===== src/rtl/rv_fetch_pkg.sv =====
// Shared types and constants for the instruction fetch stage.
package rv_fetch_pkg;
  // Widest PC the fetch entry can carry; narrower cores zero-extend into it.
  localparam int PKG_DW = 64;
  localparam int INSTR_BYTES = 4;
  localparam logic [31:0] NOP_INSTR = 32'h0000_0013;

  typedef struct packed {
    logic [PKG_DW-1:0] pc;
    logic [31:0]       instr;
  } fetch_entry_t;
endpackage


===== src/rtl/rv_sync_fifo.sv =====
// Synchronous FIFO with flush; flush beats push/pop in the same cycle.
// Storage is reset so the head word is never X while the FIFO is empty.
module rv_sync_fifo #(
  parameter int WIDTH = 8,
  parameter int DEPTH = 4
) (
  input  logic                     i_clk,
  input  logic                     i_rst,
  input  logic                     i_push,
  input  logic [WIDTH-1:0]         i_din,
  input  logic                     i_pop,
  input  logic                     i_flush,
  output logic [WIDTH-1:0]         o_dout,
  output logic [$clog2(DEPTH):0]   o_count
);
  localparam int AW = $clog2(DEPTH);

  logic [WIDTH-1:0] r_mem [DEPTH];
  logic [AW-1:0]    r_rd;
  logic [AW-1:0]    r_wr;
  logic [AW:0]      r_count;

  // Pointers and occupancy; pointers wrap naturally at DEPTH (power of two).
  always_ff @(posedge i_clk or posedge i_rst) begin
    if (i_rst) begin
      r_rd    <= '0;
      r_wr    <= '0;
      r_count <= '0;
    end else if (i_flush) begin
      r_rd    <= '0;
      r_wr    <= '0;
      r_count <= '0;
    end else begin
      if (i_push) r_wr <= r_wr + AW'(1);
      if (i_pop)  r_rd <= r_rd + AW'(1);
      case ({i_push, i_pop})
        2'b10:   r_count <= r_count + (AW+1)'(1);
        2'b01:   r_count <= r_count - (AW+1)'(1);
        default: r_count <= r_count;
      endcase
    end
  end

  // Data storage; a flush only moves pointers, stale words are unreachable.
  always_ff @(posedge i_clk or posedge i_rst) begin
    if (i_rst) begin
      for (int i = 0; i < DEPTH; i++) r_mem[i] <= '0;
    end else if (i_push && !i_flush) begin
      r_mem[r_wr] <= i_din;
    end
  end

  assign o_dout  = r_mem[r_rd];
  assign o_count = r_count;
endmodule


===== src/rtl/rv_fetch_unit.sv =====
// IF stage: owns the PC, issues one sequential fetch per cycle to a 1-cycle
// instruction memory, buffers responses and hands {pc, instr} to decode.
// A redirect kills queued entries and the response arriving that cycle.
module rv_fetch_unit
  import rv_fetch_pkg::*;
#(
  parameter int            DW          = 64,
  parameter int            FETCH_DEPTH = 4,
  parameter logic [DW-1:0] RESET_PC    = '0
) (
  input  logic                           i_clk,
  input  logic                           i_rst,
  output logic                           o_imem_req,
  output logic [DW-1:0]                  o_imem_addr,
  input  logic [31:0]                    i_imem_rdata,
  input  logic                           i_redirect_valid,
  input  logic [DW-1:0]                  i_redirect_pc,
  output logic                           o_dec_valid,
  input  logic                           i_dec_ready,
  output logic [DW-1:0]                  o_dec_pc,
  output logic [31:0]                    o_dec_instr,
  output logic [$clog2(FETCH_DEPTH):0]   o_fq_count
);
  localparam int CW = $clog2(FETCH_DEPTH) + 1;

  logic [DW-1:0] r_fetch_pc;
  logic          r_inflight;
  logic [DW-1:0] r_inflight_pc;

  logic [CW-1:0] w_count;
  logic [CW:0]   w_used;
  logic          w_credit;
  logic          w_deq;
  logic          w_issue;
  logic          w_rsp_ok;
  fetch_entry_t  w_push_entry;
  fetch_entry_t  w_head;

  // Credit counts the in-flight word so a response always has a slot.
  assign w_used   = {1'b0, w_count} + (CW+1)'(r_inflight);
  assign w_credit = w_used < (CW+1)'(FETCH_DEPTH);

  assign o_dec_valid = (w_count != '0) & ~i_redirect_valid;
  assign w_deq       = o_dec_valid & i_dec_ready;
  // Reset gates issue combinationally so the request drops without a clock edge.
  assign w_issue     = ~i_rst & ~i_redirect_valid & (w_credit | w_deq);
  assign w_rsp_ok    = r_inflight & ~i_redirect_valid;

  assign o_imem_req  = w_issue;
  assign o_imem_addr = r_fetch_pc;

  assign w_push_entry.pc    = PKG_DW'(r_inflight_pc);
  assign w_push_entry.instr = i_imem_rdata;

  rv_sync_fifo #(
    .WIDTH ($bits(fetch_entry_t)),
    .DEPTH (FETCH_DEPTH)
  ) u_fq (
    .i_clk   (i_clk),
    .i_rst   (i_rst),
    .i_push  (w_rsp_ok),
    .i_din   (w_push_entry),
    .i_pop   (w_deq),
    .i_flush (i_redirect_valid),
    .o_dout  (w_head),
    .o_count (w_count)
  );

  assign o_dec_pc    = w_head.pc[DW-1:0];
  assign o_dec_instr = w_head.instr;
  assign o_fq_count  = w_count;

  // PC advance / redirect, plus tracking of the outstanding request.
  always_ff @(posedge i_clk or posedge i_rst) begin
    if (i_rst) begin
      r_fetch_pc    <= RESET_PC;
      r_inflight    <= 1'b0;
      r_inflight_pc <= '0;
    end else begin
      r_inflight <= w_issue;
      if (w_issue) r_inflight_pc <= r_fetch_pc;
      if (i_redirect_valid)
        r_fetch_pc <= {i_redirect_pc[DW-1:2], 2'b00};
      else if (w_issue)
        r_fetch_pc <= r_fetch_pc + DW'(INSTR_BYTES);
    end
  end
endmodule


===== config.mk =====
export PLATFORM = sky130hd
export DESIGN_NAME = rv_fetch_unit
export DESIGN_NICKNAME = d
export VERILOG_FILES = /design/src/rtl/rv_fetch_pkg.sv /design/src/rtl/rv_sync_fifo.sv /design/src/rtl/rv_fetch_unit.sv
export SDC_FILE = /design/constraint.sdc
export NUM_CORES = 1
export LEC_CHECK = 0
export CAP_MARGIN = 20
export CORE_MARGIN = 2
export CORE_UTILIZATION = 43
export CTS_BUF_LIST = sky130_fd_sc_hd__clkbuf_4 sky130_fd_sc_hd__clkbuf_8
export DETAILED_ROUTE_END_ITERATION = 6
export DONT_BUFFER_PORTS = 1
export SLEW_MARGIN = 20
export SYNTH_ARGS = -nofsm -noshare
export SYNTH_HDL_FRONTEND = slang
export SYNTH_SLANG_ARGS = --single-unit
export TNS_END_PERCENT = 10

===== constraint.sdc =====
create_clock -name i_clk -period 50.4 [get_ports i_clk]
set_input_delay 10.08 -clock i_clk [delete_from_list [all_inputs] [get_ports i_clk]]
set_output_delay 10.08 -clock i_clk [all_outputs]
set_load 0.05 [all_outputs]

==> impl_metrics.csv <==
group,metric,value,unit
floorplanning,rows,83,
critical_path,critPathSlowestCell,"buf_4",
pwr,powerDensity,59.1,mW/mm^2
synthesis,yosys_register_bits,508,
synthesis,synthArstFlopShare,1.00,
clock_network,cts_tree,"built",
critical_path,crit_chain,"inv_1 > a211oi_4 > buf_4",
place,place_ws,29.36,ns
hold_path,min_from,"u_fq.r_mem[286]",
clock_network,cts-root-buf,"clkbuf_8",
layout,drive_gt1_frac,0.450,
sta,fin_ws,29.36,ns
critical_path,worst-path-buf-inv,2,
pwr,leakage,11.0,nW
synthesis,yosys_warnings,0,
routing,drtIter0Drc,652,
synthesis,synth.most_common_cell,"dfrtp_1",
synthesis,synth_area_per_cell,14.7,sq um
routing,drc_errors,0,
sta,finalMaxSlewViolations,0,
place,io_buffers,0,
floorplanning,die_y,233,microns
place,dp_cells,2140,
synthesis,ys_types,48,
place,hpwl,34.8,mm
sta,skew,0.0223,ns
hold_path,holdPathStages,1,
critical_path,ff2ff_path_depth,6,
sta,hold_viol_final,0,
clock_network,post-cts-setup-buffers,0,
clock_network,clk_latency,0.66,ns
synthesis,ys_top_cells_by_count,"dfrtp_1, mux2_2, mux4_2, clkbuf_1, nand2_1",
sta,slew_headroom,0.316,
pwr,ir_drop,0.0237,mV
critical_path,cp-start-kind,"primary input",
sta,finalCritPeriodShare,0.417,
critical_path,crit_arrival,10.96,ns
clock_network,clk_pin_slew,0.05,ns
routing,dr.pass1.iters,5,
clock_network,cts_buffers,88,
synthesis,netlist_area,0.0226,sq mm
critical_path,critPathTopFamily,"buffers and inverters",
hold_path,holdPathEnd,"u_fq.r_mem[286]",
routing,vias,13300,
synthesis,ys.flop_type,"dfrtp_1",
synthesis,synth_top_area_share,0.563,
clock_network,clkSinkCount,508,
layout,final_core_util,0.486,
sta,grt_setup_unrepaired,"no",
synthesis,syn_inst,1536,
floorplanning,dieWidth,233,microns
global_route,grt_start_max_net_pins,183,
routing,viasPerCell,5.80,
layout,fin_nets,1657,
sta,fin_tns_setup,0,ns
outcome,status,"finished clean",
clock_network,htreeDepth,3,
synthesis,ys_seq_area_frac,0.563,
global_route,grt_pass1_wl,86.5,mm
floorplanning,start_util,0.437,
floorplanning,ios,265,
clock_network,postCtsHoldBufs,0,
floorplanning,die_area,0.0543,sq mm
place,gp_congestion,0.769,
critical_path,path_max_fanout,28,
hold_path,hp-class,"reg -> reg",
synthesis,yosys.area.top_type,"dfrtp_1",
global_route,grt_overflow_total,0,
global_route,grt_pass1_vias,14100,
routing,ant_nets,0,
global_route,antenna_found_initial,6,
synthesis,synth-edff-count,0,
layout,final_cells,2291,
critical_path,worstSetupPathType,"in -> out",
critical_path,cp.required,40.32,ns
critical_path,r2r-start,"o_imem_addr[14]",
sta,max_clock_freq,0.0475,GHz
global_route,track_usage,0.211,
critical_path,worstReg2RegEnd,"o_imem_addr[41]",
floorplanning,core-area,0.0516,sq mm
synthesis,yosys-top-cells-area,"dfrtp_1, mux2_2, mux4_2",
clock_network,cts_resized,0,
layout,syn2layout_area_growth,11.1,%
critical_path,reg2reg_slack,46.93,ns
critical_path,worst_setup_path_end_kind,"output pin",
clock_network,clk_path_buf_depth,3,
routing,wirelength,56.1,mm
run,max_cap_violations,0,
critical_path,slowest_delay,0.54,ns
sta,setup_viol,0,
routing,wl_per_cell,24.5,microns
sta,fin_crit,21.04,ns
sta,worst_pin_slew,1.02,ns
metrics by stage:
step / power, mW / cell area (sq um) / hold WS [ns]
after floorplan: 1.02 / 22600 / 0.474
after global placement: 1.09 / 23200 / 0.481
after detailed placement: 1.11 / 23200 / 0.488
after CTS: 1.50 / 25000 / 0.500
after global routing: 1.55 / 25100 / 0.508
final: 1.48 / 25100 / 0.498
power by group:
group	total (mW)	switching, mW	internal, mW
registers	0.612	0.0977	0.514
clock network	0.384	0.164	0.220
logic	0.485	0.318	0.167
cell families (layout without fill, tap and decap cells):
logic type | count (synthesis) | in the layout | synth area share
other cells | 1 | 8 | 0.000166
flops | 508 | 508 | 0.563
mux | 539 | 539 | 0.316
compound gates | 93 | 93 | 0.0266
xor+xnor | 36 | 36 | 0.0140
fa+ha+maj | 6 | 6 | 0.00366
simple gates | 246 | 246 | 0.0568
buf+inv | 107 | 175 | 0.0196
worst max-delay path by stage:
| stage | startpoint | cells past startpoint | endpoint | slack (ns) |
|---|---|---|---|---|
| 4_1_cts | i_dec_ready | 3 | o_imem_req | 29.35 |
| 5_1_grt | i_dec_ready | 3 | o_imem_req | 29.32 |
| 3_5_place_dp | i_dec_ready | 3 | o_imem_req | 29.36 |
| 2_1_floorplan | i_rst | 1 | o_imem_addr[10] | 26.10 |
| 3_3_place_gp | i_dec_ready | 3 | o_imem_req | 29.38 |
| 6_report | i_dec_ready | 3 | o_imem_req | 29.36 |
placed cells by master, fill, tap and decap left out, drive strengths merged, types with 23 or more instances in the layout:
cell type and count:
mux4 94, nand4 29, a31oi 24, nor2 41, nand2 66, o21ai 38
mux2 442, dfrtp 508, nand3 34, xor2 23, clkbuf 137
area by class of cell:
cell class | instances | area [sq um]
Tap cell | 680 | 851
Timing Repair Buffer | 21 | 198
Sequential cell | 508 | 12700
Clock inverter | 9 | 76.3
Fill cell | 4486 | 26500
Antenna cell | 4 | 10.0
Inverter | 8 | 37.5
Multi-Input combinational cell | 924 | 9460
Clock buffer | 137 | 1720
sequential cells by signal, indices dropped and copies added (netlist names):
name / count
o_imem_addr: 62
r_inflight: 1
r_inflight_pc: 62
u_fq.o_count: 3
u_fq.r_mem: 376
u_fq.r_rd: 2
u_fq.r_wr: 2
metal layers:
layer	share of wire	routed length (microns)	global-route usage	vias to the layer above
met5	0.00055	31	0	-
met4	0.031	1760	0.0864	4
li1	-	-	-	5769
met1	0.43	23900	0.271	7087
met3	0.064	3590	0.0569	103
met2	0.48	26800	0.341	336
worst register-to-register path: stages (launching register included):
cell and delay [ns]:
dfrtp_1 0.78, nand4_1 0.38, a2111oi_4 0.40, buf_4 0.28
nand3_1 0.64, or4_1 0.73, a31oi_1 0.17
Note: power is estimated with default switching activity, not from simulation.
